$ cat src/rtl/bus_select_sync_pkg.sv
// Shared defaults and reset constants for the drive-select input conditioning stage.
package bus_select_sync_pkg;
  localparam int SYNC_STAGES_DEF   = 2;
  localparam int FILTER_CYCLES_DEF = 8;
  localparam int SEL_W             = 5;
  // All select lines are active low, so the idle vector is all ones.
  localparam logic [SEL_W-1:0] SEL_RST = 5'h1F;

  typedef enum logic {IDLE, SETTLING} filt_state_t;
endpackage

$ cat src/rtl/sync_chain.sv
// Multi-flop synchronizer, one DEPTH-deep chain per bit, presetting to 1 on reset.
module sync_chain #(
  parameter int WIDTH = 5,
  parameter int DEPTH = 2
) (
  input  logic             clock,
  input  logic             reset_n,
  input  logic [WIDTH-1:0] d,
  output logic [WIDTH-1:0] q
);
  logic [DEPTH-1:0][WIDTH-1:0] ff;

  always_ff @(posedge clock or negedge reset_n)
    if (!reset_n) ff <= '1;
    else          ff <= {ff[DEPTH-2:0], d};

  assign q = ff[DEPTH-1];
endmodule

$ cat src/rtl/bus_select_sync.sv
// Synchronizes the raw drive-select bus and only passes a value on once it has
// held steady for FILTER_CYCLES synchronized samples.
module bus_select_sync
  import bus_select_sync_pkg::*;
#(
  parameter int SYNC_STAGES   = SYNC_STAGES_DEF,
  parameter int FILTER_CYCLES = FILTER_CYCLES_DEF
) (
  input  logic       clock,
  input  logic       reset_n,
  input  logic       BUS_RK11D_L,
  input  logic [3:0] BUS_SEL_DR_L,
  output logic       sync_rk11d_l,
  output logic [3:0] sync_sel_dr_l,
  output logic       sel_changed,
  output logic       sel_stable
);
  localparam int CW = (FILTER_CYCLES > 1) ? $clog2(FILTER_CYCLES) : 1;
  localparam logic [CW-1:0] CNT_LAST = CW'(FILTER_CYCLES - 1);

  logic [SEL_W-1:0] sync_q;
  filt_state_t      state_q, state_d;
  logic [SEL_W-1:0] cand_q, cand_d, out_q, out_d;
  logic [CW-1:0]    cnt_q, cnt_d;
  logic             chg_d, stable_d;

  sync_chain #(.WIDTH(SEL_W), .DEPTH(SYNC_STAGES)) u_sync (
    .clock   (clock),
    .reset_n (reset_n),
    .d       ({BUS_RK11D_L, BUS_SEL_DR_L}),
    .q       (sync_q)
  );

  // A fresh sample always restarts the wait, even on the edge that would have
  // committed, so skewed or ringing transitions never reach the outputs.
  always_comb begin
    state_d  = state_q;
    cand_d   = cand_q;
    cnt_d    = cnt_q;
    out_d    = out_q;
    chg_d    = 1'b0;
    stable_d = (state_q == IDLE) && (sync_q == cand_q);
    if (sync_q != cand_q) begin
      cand_d  = sync_q;
      cnt_d   = '0;
      state_d = SETTLING;
    end else if (state_q == SETTLING) begin
      if (cnt_q == CNT_LAST) begin
        out_d   = cand_q;
        chg_d   = (cand_q != out_q);
        state_d = IDLE;
      end else begin
        cnt_d = cnt_q + CW'(1);
      end
    end
  end

  always_ff @(posedge clock or negedge reset_n) begin
    if (!reset_n) begin
      state_q     <= IDLE;
      cand_q      <= SEL_RST;
      cnt_q       <= '0;
      out_q       <= SEL_RST;
      sel_changed <= 1'b0;
      sel_stable  <= 1'b0;
    end else begin
      state_q     <= state_d;
      cand_q      <= cand_d;
      cnt_q       <= cnt_d;
      out_q       <= out_d;
      sel_changed <= chg_d;
      sel_stable  <= stable_d;
    end
  end

  assign {sync_rk11d_l, sync_sel_dr_l} = out_q;
endmodule

$ cat config.mk
export PLATFORM = sky130hd
export DESIGN_NAME = bus_select_sync
export DESIGN_NICKNAME = d
export VERILOG_FILES = /design/src/rtl/bus_select_sync_pkg.sv /design/src/rtl/sync_chain.sv /design/src/rtl/bus_select_sync.sv
export SDC_FILE = /design/constraint.sdc
export NUM_CORES = 1
export LEC_CHECK = 0
export ABC_CLOCK_PERIOD_IN_PS = 1400
export CAP_MARGIN = 20
export CORE_MARGIN = 10
export CORE_UTILIZATION = 46
export CTS_CLUSTER_DIAMETER = 120
export DETAILED_ROUTE_END_ITERATION = 6
export PLACE_DENSITY = 0.7
export SLEW_MARGIN = 15
export SYNTH_ARGS = -nofsm -noshare
export SYNTH_HDL_FRONTEND = slang
export SYNTH_SLANG_ARGS = --single-unit
$ cat constraint.sdc
create_clock -name clock -period 1.4 [get_ports clock]
set_input_delay 0.21 -clock clock [delete_from_list [all_inputs] [get_ports clock]]
set_output_delay 0.21 -clock clock [all_outputs]
set_load 0.005 [all_outputs]
==> results.sh, run 1 <==
export IMPL_grt_max_degree=27
export IMPL_synthCells=68
export IMPL_yosysUniqueCellTypes=16
export IMPL_clock_fmax_ghz=0.639
export IMPL_drv_slew=0
export IMPL_hpwl_mm=1.18
export IMPL_rows=16
export IMPL_r2r_end="out_q[0]"
export IMPL_wl_per_cell_um=13.6
export IMPL_yosys_area_top_type_share_pct=52.0
export IMPL_diodes=0
export IMPL_async_flop_share_pct=100
export IMPL_ant_nets=0
export IMPL_path_class="flip-flop to flip-flop"
export IMPL_drv_cap=0
export IMPL_yosys_warnings=0
export IMPL_synth_edf_count=0
export IMPL_synth_compound_gate_area_share_pct=1.36
export IMPL_htreeDepth=1
export IMPL_period_share_pct=112
export IMPL_synth_area_mux_share_pct=8.92
export IMPL_drive_gt1_share_pct=48.4
export IMPL_synth_top_area_cell="dfstp_2"
export IMPL_multi_input_comb_area_um2=353
export IMPL_rrSetupSlack_ps=-160
export IMPL_ys_ff_latch=26
export IMPL_reg2reg_depth=4
export IMPL_p_leak_nw=0.642
export IMPL_fillCellCount=153
export IMPL_hold_class="input port to async pin"
export IMPL_p_total_mw=1.21
export IMPL_drtPass1Iterations=2
export IMPL_synthSimpleGateAreaFrac_pct=8.92
export IMPL_cts_buffer_depth=2
export IMPL_setup_viol=11
export IMPL_worst_pin_slew_ps=344
export IMPL_status="finished, violations left"
export IMPL_hold_viol_final=0
export IMPL_cp_cell_sequence="xor2_2 -> nor4_4 -> nand2_4 -> mux2_4"
export IMPL_routed_wl_mm=1.60
export IMPL_drt_iter0_drc=16
export IMPL_synth_most_common_cell="dfstp_2"
export IMPL_ioPinCount=14
export IMPL_numCtsBuffers=3
export IMPL_critPathMaxStageDelay_ps=570
export IMPL_synthTopCellsByArea="dfstp_2, dfrtp_1, xor2_1"
export IMPL_cts_root_buf="clkbuf_4"
export IMPL_die_area_mm2=0.00447
export IMPL_crit_path_top_delay_cell="dfstp_2"
export IMPL_grt_pass1_vias=652
export IMPL_grt_usage_pct=8.00
export IMPL_syn_nets=77
export IMPL_synth_commonest_cells="dfstp_2, xor2_1, dfrtp_1, nor2_1, clkbuf_1"
export IMPL_power_density_mw_per_mm2=929
export IMPL_vdd_drop_max_v=0.000736
export IMPL_arrival_ps=1810
export IMPL_clock_sinks=26
export IMPL_initial_core_util_pct=49.9
export IMPL_grt_setup_unrepaired="yes"
export IMPL_syn_to_final_growth_pct=28.9
export IMPL_relSlewSlack_pct=76.9
export IMPL_clk_latency_ps=310
export IMPL_synth_top_family_by_area="XOR/XNOR gates"
export IMPL_skew_ps=8.07
export IMPL_synthFlopType="dfstp_2"
export IMPL_crit_reg2reg_launch="cand_q[3]"
export IMPL_nNetsFinal=101
export IMPL_synth_area_per_cell_um2=14.8
export IMPL_gp_congestion=0.732
export IMPL_grt_pass1_wl_mm=2.73
export IMPL_ff_latch_area_um2=676
export IMPL_globalRouteOverflowTotal=0
export IMPL_drc=0
export IMPL_cts_tree="done"
export IMPL_synthXorXnorAreaFrac_pct=9.54
export IMPL_yosysSeqAreaShare_pct=66.9
export IMPL_worstSetupEndpointType="flip-flop"
export IMPL_setup_ws_ps=-164
export IMPL_core_region_area_mm2=0.00202
export IMPL_fin_hold_ws_ps=245
export IMPL_cts_clk_slew_worst_paths_ps=130
export IMPL_dieWidth_um=66.9
export IMPL_cp_max_fo=5
export IMPL_grt_antenna_before_repair=0
export IMPL_violations="setup timing"
export IMPL_min_period_ps=1560
export IMPL_io_buffer_count=13
export IMPL_via_per_inst=4.68
export IMPL_startpoint_type="flip-flop"
export IMPL_die_h_um=66.9
export IMPL_syn_area_mm2=0.00101
export IMPL_vias=552
export IMPL_crit_required_ps=1650
export IMPL_synthAdderAreaFrac_pct=2.48
-- where the power goes --
group	leakage, nW	switching (mW)	total, mW	internal, mW
registers	0.288	0.0162	0.809	0.793
logic	0.339	0.0415	0.0862	0.0447
clock network	0.0150	0.202	0.313	0.111
total	0.642	0.260	1.21	0.949
-- cells by family after synthesis --
| logic type | count (synthesis) |
|---|---|
| flops | 26 |
| simple gates | 15 |
| xor+xnor | 11 |
| mux | 7 |
| buf+inv | 5 |
| compound gates | 2 |
| fa+ha+maj | 2 |
-- registers in the layout, indices dropped and copies added (netlist names) --
name and count:
cnt_q 3, u_sync.q 5, cand_q 5, sel_changed 1, sel_stable 1, u_sync.ff 5
state_q 1, out_q 5
-- stage by stage --
step | worst slack, ps | cells | TNS (ps) | util (%) | area (um^2)
finish | -164 | 118 | -1040 | 64.4 | 1300
global route | -270 | 118 | -2370 | 64.4 | 1300
CTS | -160 | 118 | -1030 | 63.3 | 1280
detailed placement | -128 | 110 | -884 | 60.1 | 1210
global placement | -85.6 | 110 | -475 | 60.1 | 1210
floorplan | -102 | 68 | -452 | - | 1020
-- layer usage --
metal	vias up	routed length (um)	share of wire [%]	global-route usage, %
li1	262	-	-	-
met5	-	0	0	0
met1	273	644	40	7.91
met4	0	34	2.1	4.62
met2	13	839	52	13.9
met3	4	84	5.2	3.18
-- repair_timing --
item,CTS,global route
pin swaps,4,2
setup buffers,4,0
hold buffers,0,0
gates resized for setup,6,5
hold endpoints to repair,0,0
setup endpoints to repair,16,14
-- layout by cell type, fill, tap and decap left out, drive strengths merged --
cell           instances
nor2                   6
nand2                  4
nor4                   1
o31ai                  1
xnor2                  2
xor2                   9
clkdlybuf4s15          1
nand2b                 3
dfrtp                  6
clkdlybuf4s50          6
dlymetal6s2s           2
nor3                   1
clkbuf                 4
buf                   11
ha                     2
a31oi                  1
dlygate4sd2            4
mux2                   4
dfstp                 20
mux2i                  3
-- area by class of cell --
class | count | share of cell area, %
timing repair buffer | 24 | 16.3
multi-input combinational | 37 | 27.1
sequential | 26 | 51.9
tap | 27 | 2.60
clock buffer | 4 | 2.02
-- worst max-delay path, delay by kind of cell (launching register included) --
kind          cells  cell delay (ps)
flops             1              570
xor+xnor          1               90
mux               1              320
simple gates      2              530
-- worst max path at each step --
stage | start | endpoint | slack [ps] | cells after the start
4_1_cts | cand_q[1] | out_q[0] | -160 | 4
5_1_grt | cand_q[3] | state_q | -270 | 4
3_3_place_gp | u_sync.q[1] | out_q[3] | -90 | 4
3_5_place_dp | u_sync.q[1] | out_q[2] | -130 | 4
6_report | cand_q[3] | out_q[0] | -160 | 4
2_1_floorplan | cand_q[1] | out_q[0] | -100 | 4
No activity file was read; power rests on OpenSTA's default activity.
==> run 2: changes to the inputs <==
--- a/config.mk
+++ b/config.mk
@@ -16,3 +16,4 @@
 export SYNTH_ARGS = -nofsm -noshare
 export SYNTH_HDL_FRONTEND = slang
 export SYNTH_SLANG_ARGS = --single-unit
+export TNS_END_PERCENT = 5
==> run 2 against run 1 <==
Against the previous run: the flow still finishes with violations (setup timing); flip-flop and latch count is the same; clock skew is essentially flat; total power shrank 0.17%; final area shrank 1.7%; sequential power is essentially flat; cell count shrank 0.85%; via count shrank 0.54%; non-clock buffer count shrank 1; utilization shrank 1.1 points; critical endpoint unchanged; highest routed layer unchanged.
==> results.sh, run 2 (synthesis gave the netlist of run 1 again) <==
export IMPL_diodes=0
export IMPL_clk_latency_ps=310
export IMPL_status="finished, violations left"
export IMPL_mostFrequentLayoutCell="dfstp_2"
export IMPL_power_internal_mw=0.949
export IMPL_final_cell_area_mm2=0.00128
export IMPL_fillCellCount=156
export IMPL_grt_use_met3_pct=3.18
export IMPL_numCtsBuffers=3
export IMPL_clock_sinks=26
export IMPL_cts_root_buf="clkbuf_4"
export IMPL_drv_slew=0
export IMPL_cts_tree="done"
export IMPL_routed_wl_mm=1.58
export IMPL_drive_gt1_share_pct=46.7
export IMPL_syn_to_final_growth_pct=26.6
export IMPL_htreeDepth=1
export IMPL_placed_cells_incl_taps=110
export IMPL_grt_max_degree=27
export IMPL_grt_setup_unrepaired="yes"
export IMPL_path_class="flip-flop to flip-flop"
export IMPL_drv_cap=0
export IMPL_setup_ws_ps=-139
export IMPL_relSlewSlack_pct=78.2
export IMPL_cp_max_fo=5
export IMPL_io_buffer_count=13
export IMPL_die_area_mm2=0.00447
export IMPL_pwr_share_clk_pct=26.0
export IMPL_period_share_pct=110
export IMPL_switching_power_mw=0.258
export IMPL_fin_cells=117
export IMPL_drt_iter0_drc=7
export IMPL_skew_ps=7.97
export IMPL_setup_viol=11
export IMPL_ant_nets=0
export IMPL_core_region_area_mm2=0.00202
export IMPL_via_per_inst=4.69
export IMPL_min_period_ps=1540
export IMPL_drc=0
export IMPL_grt_most_used_layer="met2"
export IMPL_grt_pass1_vias=644
export IMPL_worstSetupEndpointType="flip-flop"
export IMPL_worst_pin_slew_ps=324
export IMPL_globalRouteOverflowTotal=0
export IMPL_gp_congestion=0.732
export IMPL_initial_core_util_pct=49.9
export IMPL_hold_buffers=0
export IMPL_hold_class="input port to async pin"
export IMPL_wl_per_cell_um=13.5
export IMPL_nNetsFinal=100
export IMPL_vdd_drop_max_v=0.000736
export IMPL_rows=16
export IMPL_grt_pass1_wl_mm=2.69
export IMPL_final_cell_mix="dfstp_2, buf_4, xor2_1"
export IMPL_pwr_share_seq_pct=67.1
export IMPL_switching_share_pct=21.4
export IMPL_post_route_util_pct=63.2
export IMPL_violations="setup timing"
export IMPL_p_total_mw=1.21
export IMPL_cts_clk_slew_worst_paths_ps=130
export IMPL_drtPass1Iterations=2
export IMPL_clock_fmax_ghz=0.650
export IMPL_startpoint_type="flip-flop"
export IMPL_use_met1_pct=7.81
export IMPL_grtUsageMet2_pct=13.6
export IMPL_ioPinCount=14
export IMPL_die_h_um=66.9
export IMPL_grt_antenna_before_repair=0
export IMPL_p_comb_share_pct=7.0
export IMPL_power_density_mw_per_mm2=944
export IMPL_hold_viol_final=0
export IMPL_arrival_ps=1790
export IMPL_crit_required_ps=1650
export IMPL_grt_usage_pct=7.90
export IMPL_fin_hold_ws_ps=244
export IMPL_vias=549
export IMPL_hpwl_mm=1.18
export IMPL_p_leak_nw=0.636
export IMPL_dieWidth_um=66.9
export IMPL_cts_buffer_depth=2
export IMPL_place_area_mm2=0.00121
## run 2: stage by stage
| stage | setup slack [ps] | TNS [ps] |
|---|---|---|
| floorplan | -102 | -452 |
| global placement | -85.6 | -475 |
| detailed placement | -128 | -884 |
| CTS | -142 | -991 |
| global route | -270 | -2270 |
| finish | -139 | -976 |
## run 2: path summary, 6_finish.rpt
kind                                   start      endpoint  slack, ps  cells past startpoint
worst min-delay path                 reset_n       state_q        240                      2
worst max register to register     cand_q[3]      out_q[0]       -140                      4
max in group asynchronous            reset_n     cand_q[3]        860                      2
worst min register to register  u_sync.ff[2]   u_sync.q[2]        360                      0
worst max-delay path               cand_q[3]      out_q[0]       -140                      4
min in group clock               BUS_RK11D_L  u_sync.ff[4]        280                      1
## run 2: timing repair
| item | in CTS | in global routing |
|---|---|---|
| setup buffers | 3 | 0 |
| resized for setup | 5 | 5 |
| pin swaps | 4 | 2 |
| endpoints found under the setup margin | 16 | 14 |
## run 2: power by group through the flow
stage,Clock [mW],Combinational (mW),Sequential [mW]
6_report,0.313,0.0840,0.809
5_1_grt,0.367,0.0936,0.814
4_1_cts,0.329,0.0839,0.809
3_5_place_dp,0,0.0836,0.821
3_3_place_gp,0,0.0810,0.819
2_1_floorplan,0,0.0359,0.820
## run 2: worst max-delay path, stage by stage (launching register included)
cell and delay [ps]:
dfstp_2 570, xor2_2 90, nor4_4 380, nand2_4 130
mux2_4 310
## run 2: routing by layer
metal  part of all wire (%)  vias to the layer above
li1                       -                      260
met1                     40                      272
met2                     52                       13
met3                    5.3                        4
met4                    2.2                        0
met5                      0                        -
## run 2: area by class of cell
| cell class | instances | area, um^2 | share of cell area (%) |
|---|---|---|---|
| clock buffer | 4 | 26.3 | 2.05 |
| multi-input combinational | 37 | 338 | 26.4 |
| sequential | 26 | 676 | 52.8 |
| tap | 27 | 33.8 | 2.64 |
| timing repair buffer | 23 | 205 | 16.0 |
==> run 3: changes to the inputs <==
--- a/config.mk
+++ b/config.mk
@@ -11,7 +11,7 @@
 export CORE_UTILIZATION = 46
 export CTS_CLUSTER_DIAMETER = 120
 export DETAILED_ROUTE_END_ITERATION = 6
-export PLACE_DENSITY = 0.7
+export PLACE_DENSITY = 0.68
 export SLEW_MARGIN = 15
 export SYNTH_ARGS = -nofsm -noshare
 export SYNTH_HDL_FRONTEND = slang
==> run 3 against run 2 <==
Against the previous run: clock skew down 3.7 ps; critical endpoint is now out_q[2]; via count rose by 2.0%; final area increased by 2.0%; clock power increased by 59%; register-to-register slack lost 20 ps; critical path type unchanged; critical path depth unchanged; cell count up 1.7%; die area stayed put; largest power group unchanged; the flow still finishes with violations (setup timing); total power rose by 15%; sequential power about the same.
==> results.sh, run 3 (synthesis gave the netlist of run 1 again) <==
export IMPL_hold_viol_final=0
export IMPL_p_total_mw=1.39
export IMPL_cts_root_buf="clkbuf_4"
export IMPL_die_h_um=66.9
export IMPL_nNetsFinal=102
export IMPL_clk_latency_ps=320
export IMPL_clock_fmax_ghz=0.642
export IMPL_dp_slack_ps=-134
export IMPL_htreeDepth=1
export IMPL_setup_ws_ps=-159
export IMPL_pwr_share_clk_pct=35.9
export IMPL_violations="setup timing"
export IMPL_startpoint_type="flip-flop"
export IMPL_placed_cells_incl_taps=110
export IMPL_drv_slew=0
export IMPL_drc=0
export IMPL_core_region_area_mm2=0.00202
export IMPL_dieWidth_um=66.9
export IMPL_drt_iter0_drc=9
export IMPL_drive_gt1_share_pct=46.7
export IMPL_final_cell_mix="dfstp_2, buf_4, xor2_1"
export IMPL_cp_max_fo=5
export IMPL_drtPass1Iterations=2
export IMPL_wl_per_cell_um=13.2
export IMPL_power_internal_mw=1.13
export IMPL_skew_ps=4.25
export IMPL_syn_to_final_growth_pct=29.1
export IMPL_setup_viol=11
export IMPL_die_area_mm2=0.00447
export IMPL_pwr_share_seq_pct=58.2
export IMPL_setup_tns_final_ps=-1050
export IMPL_worst_pin_slew_ps=343
export IMPL_rows=16
export IMPL_grt_pass1_wl_mm=2.57
export IMPL_fillCellCount=158
export IMPL_p_leak_nw=0.652
export IMPL_diodes=0
export IMPL_cts_clk_slew_worst_paths_ps=130
export IMPL_min_period_ps=1560
export IMPL_globalRouteOverflowTotal=0
export IMPL_grt_max_degree=27
export IMPL_cts_buffer_depth=2
export IMPL_power_density_mw_per_mm2=1070
export IMPL_switching_power_mw=0.263
export IMPL_vias=560
export IMPL_ant_nets=0
export IMPL_relSlewSlack_pct=77.0
export IMPL_clock_sinks=26
export IMPL_crit_reg2reg_launch="u_sync.q[1]"
export IMPL_cts_tree="done"
export IMPL_grt_antenna_before_repair=0
export IMPL_reg2reg_depth=4
export IMPL_mostFrequentLayoutCell="dfstp_2"
export IMPL_grt_pass1_vias=576
export IMPL_crit_start="u_sync.q[1]"
export IMPL_initial_core_util_pct=49.9
export IMPL_hpwl_mm=1.13
export IMPL_vdd_drop_max_v=0.000885
export IMPL_numCtsBuffers=3
export IMPL_drv_cap=0
export IMPL_path_class="flip-flop to flip-flop"
export IMPL_arrival_ps=1820
export IMPL_gp_congestion=0.690
export IMPL_grt_setup_unrepaired="yes"
export IMPL_crit_required_ps=1660
export IMPL_routed_wl_mm=1.57
export IMPL_worstSetupEndpointType="flip-flop"
export IMPL_switching_share_pct=18.9
export IMPL_status="finished, violations left"
export IMPL_io_buffer_count=13
export IMPL_period_share_pct=111
export IMPL_fin_cells=119
export IMPL_ioPinCount=14
export IMPL_grt_usage_pct=7.58
export IMPL_via_per_inst=4.71
export IMPL_p_comb_share_pct=5.9
export IMPL_hold_class="input port to async pin"
run 3: cell count changes in the layout (fill, tap and decap cells not counted), sizes merged:
cell and delta:
buf +2, bufinv +1, clkbuf -1, clkdlybuf4s15 -1, dlygate4sd2 +1
run 3: timing repair:
item / in CTS / in global routing
hold buffers: 0 / 0
setup buffers: 5 / 0
gates resized for setup: 5 / 2
endpoints found under the setup margin: 16 / 13
pin swaps: 4 / 0
run 3: layout make-up:
| type | count | area, um^2 | share of cell area (%) |
|---|---|---|---|
| timing repair buffer | 25 | 219 | 16.8 |
| tap | 27 | 33.8 | 2.59 |
| clock inverter | 1 | 30.0 | 2.30 |
| clock buffer | 3 | 22.5 | 1.73 |
| multi-input combinational | 37 | 323 | 24.8 |
| sequential | 26 | 676 | 51.8 |
run 3: power groups by stage:
stage	registers, mW	clock network [mW]	logic, mW
after floorplan	0.820	0	0.0359
after global placement	0.819	0	0.0814
after detailed placement	0.821	0	0.0827
after CTS	0.809	0.512	0.0837
after global routing	0.812	0.552	0.0893
final	0.808	0.498	0.0823
run 3: path summary, 6_finish.rpt:
check                               end  slack, ps
min reg2reg                 u_sync.q[2]        360
max in group asynchronous   u_sync.q[1]        860
min in group clock         u_sync.ff[2]        280
max                            out_q[2]       -160
max reg2reg                    out_q[2]       -160
min                          sel_stable        250
run 3: critical path, cell delays in order (launching register included):
cell and delay [ps]:
dfstp_2 580, xor2_2 80, nor4_4 390, nand2_4 130
mux2_4 320
run 3: per-layer routing:
layer	GRT usage (%)	vias to the layer above	share of wire, %
met5	0	-	0
met4	2.31	0	0.83
met2	12.9	14	52
li1	-	263	-
met1	7.86	281	41
met3	4.01	2	6.2
run 3: stage by stage:
stage	hold slack, ps	utilization, %	cell area, um^2
after global placement	346	60.1	1210
after global routing	245	64.5	1300
final	248	64.5	1300
after floorplan	-85.6	-	1020
after CTS	242	64.2	1300
after detailed placement	347	60.1	1210
